**src/rtl/serial_subtractor_ctrl.sv**
```systemverilog
// Bit-serial subtractor: one shared full-subtractor cell walks the operands LSB first,
// producing a - b - borrow_in over WIDTH cycles behind a start/ready/done handshake.
module serial_subtractor_ctrl #(
    parameter int WIDTH = 8
) (
    input  logic             clk,
    input  logic             rst_n,
    input  logic             start,
    input  logic             abort,
    input  logic [WIDTH-1:0] a,
    input  logic [WIDTH-1:0] b,
    input  logic             borrow_in,
    output logic             ready,
    output logic             busy,
    output logic             done,
    output logic [WIDTH-1:0] difference,
    output logic             borrow_out
);

    localparam int CW = (WIDTH > 1) ? $clog2(WIDTH) : 1;

    typedef enum logic [1:0] {
        IDLE = 2'd0,
        RUN  = 2'd1,
        DONE = 2'd2
    } state_t;

    state_t           state_reg;
    logic [WIDTH-1:0] sh_a_reg;
    logic [WIDTH-1:0] sh_b_reg;
    logic [WIDTH-1:0] sh_d_reg;
    logic [WIDTH-1:0] diff_reg;
    logic [CW-1:0]    cnt_reg;
    logic             bw_reg;
    logic             bout_reg;
    logic             done_reg;
    logic             ready_reg;
    logic             busy_reg;

    // Full subtractor as two cascaded half subtractors; their borrows are ORed.
    logic             hs1_d;
    logic             hs1_b;
    logic             hs2_b;
    logic             d_bit;
    logic             bw_next;
    logic [WIDTH-1:0] sh_d_next;
    logic             last_bit;

    always_comb begin
        hs1_d     = sh_a_reg[0] ^ sh_b_reg[0];
        hs1_b     = ~sh_a_reg[0] & sh_b_reg[0];
        d_bit     = hs1_d ^ bw_reg;
        hs2_b     = ~hs1_d & bw_reg;
        bw_next   = hs1_b | hs2_b;
        sh_d_next = {d_bit, sh_d_reg[WIDTH-1:1]};
        last_bit  = (cnt_reg == CW'(WIDTH - 1));
    end

    always_ff @(posedge clk or negedge rst_n) begin
        if (!rst_n) begin
            state_reg <= IDLE;
            sh_a_reg  <= '0;
            sh_b_reg  <= '0;
            sh_d_reg  <= '0;
            diff_reg  <= '0;
            cnt_reg   <= '0;
            bw_reg    <= 1'b0;
            bout_reg  <= 1'b0;
            done_reg  <= 1'b0;
            ready_reg <= 1'b1;
            busy_reg  <= 1'b0;
        end else begin
            case (state_reg)
                IDLE: begin
                    // abort is deliberately not looked at here; start always wins.
                    if (start) begin
                        sh_a_reg  <= a;
                        sh_b_reg  <= b;
                        bw_reg    <= borrow_in;
                        sh_d_reg  <= '0;
                        cnt_reg   <= '0;
                        state_reg <= RUN;
                        ready_reg <= 1'b0;
                        busy_reg  <= 1'b1;
                    end
                end
                RUN: begin
                    if (abort) begin
                        state_reg <= IDLE;
                        ready_reg <= 1'b1;
                        busy_reg  <= 1'b0;
                    end else begin
                        sh_a_reg <= sh_a_reg >> 1;
                        sh_b_reg <= sh_b_reg >> 1;
                        sh_d_reg <= sh_d_next;
                        bw_reg   <= bw_next;
                        if (last_bit) begin
                            diff_reg  <= sh_d_next;
                            bout_reg  <= bw_next;
                            done_reg  <= 1'b1;
                            busy_reg  <= 1'b0;
                            state_reg <= DONE;
                        end else begin
                            cnt_reg <= cnt_reg + CW'(1);
                        end
                    end
                end
                DONE: begin
                    done_reg  <= 1'b0;
                    ready_reg <= 1'b1;
                    state_reg <= IDLE;
                end
                default: begin
                    done_reg  <= 1'b0;
                    busy_reg  <= 1'b0;
                    ready_reg <= 1'b1;
                    state_reg <= IDLE;
                end
            endcase
        end
    end

    assign ready      = ready_reg;
    assign busy       = busy_reg;
    assign done       = done_reg;
    assign difference = diff_reg;
    assign borrow_out = bout_reg;

endmodule

```
**config.mk**
```make
export PLATFORM = sky130hd
export DESIGN_NAME = serial_subtractor_ctrl
export DESIGN_NICKNAME = d
export VERILOG_FILES = /design/src/rtl/serial_subtractor_ctrl.sv
export SDC_FILE = /design/constraint.sdc
export NUM_CORES = 1
export LEC_CHECK = 0
export BUFFER_PORTS_ARGS = -buffer_cell sky130_fd_sc_hd__buf_2
export CAP_MARGIN = 20
export CORE_ASPECT_RATIO = 1.5
export CORE_MARGIN = 8
export CORE_UTILIZATION = 45
export CTS_CLUSTER_DIAMETER = 200
export DETAILED_ROUTE_END_ITERATION = 10
export HOLD_SLACK_MARGIN = 0.15
export MAX_ROUTING_LAYER = met4
export PLACE_DENSITY = 0.66
export SLEW_MARGIN = 20
export SYNTH_ARGS = -nofsm -noshare
export SYNTH_HDL_FRONTEND = slang
export SYNTH_SLANG_ARGS = --single-unit
```
**constraint.sdc**
```tcl
create_clock -name clk -period 2.17 [get_ports clk]
set_clock_uncertainty 0.2 [all_clocks]
set_input_delay 0.217 -clock clk [delete_from_list [all_inputs] [get_ports clk]]
set_output_delay 0.217 -clock clk [all_outputs]
set_load 0.005 [all_outputs]
```
# == Yosys cells after proc, flatten, opt, wreduce, memory -nomap -nowiden ==
# Index checks and enable logic that the tools add are counted.
# word_totals
register_bits,42
mem_count,0
latchBits,0
in_bits,21
output_inout_bits,12
ram_bits,0
romBits,0
# classes
n_reduce_logical,9
n_bitwise,10
n_addsub,1
n_shift,0
n_mux,30
magnitude_cmp,0
multipliers,0
n_div,0
n_eq_ne,9
# ops
op,n
8-bit two-way mux,6
8-bit case mux with 2 select lines,3
3-bit AND reduction,4
"2-bit != test, second input constant",5
1-bit two-way mux,9
3-bit two-way mux,3
2-bit two-way mux,3
1-bit case mux with 2 select lines,3
3-bit case mux with 2 select lines,1
1-bit inverter,5
2-bit case mux with 2 select lines,1
2-bit AND reduction,2
4-bit AND reduction,1
"3-bit by 1-bit adder with 3-bit output, second input constant",1
"3-bit equality test, second input constant",1
"3-bit != test, second input constant",1
1-bit case mux with 3 select lines,1
1-bit bitwise AND,2
"2-bit by 1-bit equality test with 1-bit output, second input constant",1
"2-bit equality test, second input constant",1
2-bit zero test,1
2-bit nonzero test,1
1-bit XOR,2
1-bit bitwise OR,1

# == Depth between registers and ports, before layout ==
# logic_depth
word_depth,6
ltp_mapped,5

# == Worst setup path after synthesis ==
# Ideal clock, no wire load.
# synth_timing
kind,reg2reg
from,reg cnt_reg[0]
to,reg cnt_reg[0]
n_path_buf,0
path_stages_with_launch,6
arrival_ns,1.608
slack_ns,0.238
required_ns,1.846
synth_period_minus_slack_ns,1.932
setup_time_ns,0.124
cell_sequence,dfrtp_1 -> ha_1 -> ha_1 -> or3b_4 -> and3_1 -> a211o_1
# synth_via
elab_chain_cells,4
word_cells_on_any_way,7
classes_between,add/sub (1); eq/ne (2); mux (3); reduce/logical (1)
# synth_lines
element,line_no,source
from (decl),33,logic [CW-1:0] cnt_reg;
from (signal assigned),104,cnt_reg <= cnt_reg + CW'(1);
3-bit by 1-bit adder with 3-bit output,104,
3-bit two-way mux,97,if (last_bit) begin
3-bit two-way mux,88,if (abort) begin
3-bit case mux with 2 select lines,73,case (state_reg)
# Parallel ways exist; a longest one is shown, timed or not. The select of a mux whose other input is x is not followed.
# A chain may end at the register's enable or synchronous reset.

# == Final worst setup path ==
# layout_timing
from,reg cnt_reg[0]
to,reg cnt_reg[1]
# Same word-level chain as after synthesis.

==> results.json <==
{
  "synth_compound_area_frac": 0.0874,
  "cts_tree": "done",
  "path_max_fanout": 5,
  "cap_violations": 0,
  "hpwlAfterDp_mm": 2.88,
  "cts_setup_buffers": 0,
  "cts_resized": 0,
  "nets": 225,
  "vias": 1281,
  "grt_overflow": 0,
  "wl_mm": 4.05,
  "register_area_um2": 1030,
  "antenna_cells": 0,
  "grt_max_degree": 27,
  "powerDensity_nw_per_um2": 986,
  "grt_setup_unrepaired": "no",
  "crit_arrival_ns": 2.00,
  "fillers": 353,
  "grt_pass1_vias": 1499,
  "synth_edf_count": 0,
  "end_kind": "flop",
  "leakagePower_uw": 0.00128,
  "antenna_found_initial": 0,
  "finalHoldViolCount": 0,
  "port_buffers": 32,
  "placement_rows": 29,
  "cts_sinks": 41,
  "path_clk_slew_ns": 0.08,
  "cp-start-kind": "flop",
  "synth_fp_nets": 164,
  "final_area_um2": 2510,
  "yosys_warnings": 0,
  "place.gp.congestion": 0.739,
  "drt-vias-per-instance": 5.17,
  "area.growth.synth_to_final_pct": 28.3,
  "setup_viol": 0,
  "worst_pin_slew_ns": 0.561,
  "yosysUniqueCellTypes": 32,
  "cts.hold.buffers_added": 22,
  "initial_core_util": 0.466,
  "holdWs_ns": 0.211,
  "ys_seq_area_frac": 0.524,
  "floorplan.die_area_um2": 6770,
  "synthCells": 140,
  "status": "completed",
  "relSlewSlack": 0.626,
  "drive_above_1_share": 0.386,
  "synthAdderAreaFrac": 0.0230,
  "dr.first_iter.drc_count": 42,
  "synth_seq_cells": 41,
  "required_ns": 2.14,
  "cts_root_buf": "clkbuf_8",
  "fin_setup_tns_ns": 0,
  "drv_slew": 0,
  "routedWlPerCell_um": 16.3,
  "grt_pass1_wl_mm": 7.11,
  "max_freq_mhz": 492,
  "die_y_um": 96.8,
  "period_share": 0.937,
  "multi_input_area_um2": 845,
  "synth-simple-area-share": 0.0689,
  "dpl_cell_area_um2": 2190,
  "async_flop_share": 1.00,
  "min_period_ns": 2.03,
  "synthFlopType": "dfrtp_1",
  "synth_xor_area_frac": 0,
  "synth_area_um2": 1960,
  "die-width_um": 69.9,
  "synth_top_family_by_area": "multiplexers",
  "grtUsageTotal": 0.128,
  "firstDrtPassIters": 4,
  "avgSynthCellArea_um2": 14.0,
  "route.detailed.drc": 0,
  "synth_mux_area_frac": 0.251,
  "io_pins": 33,
  "htreeDepth": 2,
  "core-area_um2": 4210,
  "clk-insertion-delay-late_ns": 0.29,
  "vdd_drop_max_mv": 0.734,
  "holdCritPathClass": "input port to flop",
  "antenna_left": 0,
  "path_class": "flop to flop",
  "cts_buffer_depth": 2,
  "cts_made_buffers": 5
}
## metal layers
metal	GRT usage	part of all wire	routed length, µm
met2	0.220	0.54	2180
met5	-	0	0
met3	0.0368	0.035	142
met1	0.135	0.41	1660
met4	0.0466	0.017	68
## synth_stat cells, drive strengths merged (2+ instances only)
master	number	share of area
a21o	2	0.0077
nand2	3	0.0057
buf	7	0.032
o21ai	3	0.0077
a21oi	6	0.021
a22o	7	0.031
inv	7	0.013
nor2b	5	0.016
dfrtp	40	0.51
mux2	34	0.23
ha	2	0.013
mux2i	5	0.026
and3	2	0.0064
nor2	3	0.0057
nand2b	2	0.0064
## layout by cell type, fill, tap and decap left out, types with 2 or more instances in the layout
cell           netlist  layout
nand2b_1             2       2
dlygate4sd3_1        0      22
dfrtp_1             40      40
o21ai_0              3       3
inv_1                7       7
nand2_1              3       3
nor2b_1              5       5
clkbuf_8             0       7
mux2_1               8       8
and3_1               2       2
buf_12               0       2
buf_4                1       5
ha_1                 2       2
a22o_1               7       7
nor2_1               3       3
mux2i_1              5       5
buf_2                2      32
a21oi_1              5       5
a21o_1               2       2
mux2_2              10      10
mux2_4              16      16
## kinds of logic (layout without fill, tap and decap cells)
kind of cell    count (synthesis)  count (layout)
buf+inv                        14              76
flops                          41              41
mux                            39              39
compound gates                 23              23
simple gates                   20              20
fa+ha+maj                       3               3
## area by class of cell
| type | instances | area share |
|---|---|---|
| Multi-Input combinational cell | 85 | 0.336 |
| Clock buffer | 7 | 0.0383 |
| Tap cell | 46 | 0.0229 |
| Sequential cell | 41 | 0.408 |
| Clock inverter | 1 | 0.00199 |
| Inverter | 7 | 0.0104 |
| Timing Repair Buffer | 61 | 0.182 |
## through the flow
step / setup slack (ns) / cells / total power (µW) / util
after detailed placement: 0.144 / 218 / 1920 / 0.521
after global routing: 0.0584 / 248 / 2630 / 0.598
final: 0.137 / 248 / 2480 / 0.598
after floorplan: 0.238 / 140 / 1690 / -
after CTS: 0.132 / 248 / 2510 / 0.598
after global placement: 0.203 / 218 / 1870 / 0.521
## critical path, stage by stage (launching register included)
cell and delay [ns]:
dfrtp_1 0.41, ha_1 0.21, ha_1 0.24, or3b_4 0.40, and3_1 0.19, a221o_1 0.27
## report_power, final
part	switching, µW	internal [µW]	leakage (µW)
Sequential	150	994	0.000519
Clock	254	287	0.0000542
Combinational	296	497	0.000708
Total	701	1780	0.00128
## path summary, 6_finish.rpt
kind	startpoint	slack, ns	endpoint	depth (start not counted)
setup / recovery	cnt_reg[0]	0.14	cnt_reg[1]	5
hold / removal	start	0.21	state_reg[0]	3
setup reg to reg	cnt_reg[0]	0.14	cnt_reg[1]	5
hold reg to reg	difference[7]	0.28	difference[7]	1
max in group asynchronous	rst_n	0.90	ready	3
min in group asynchronous	rst_n	0.25	difference[1]	2
Power figures use the tool's default switching activity.
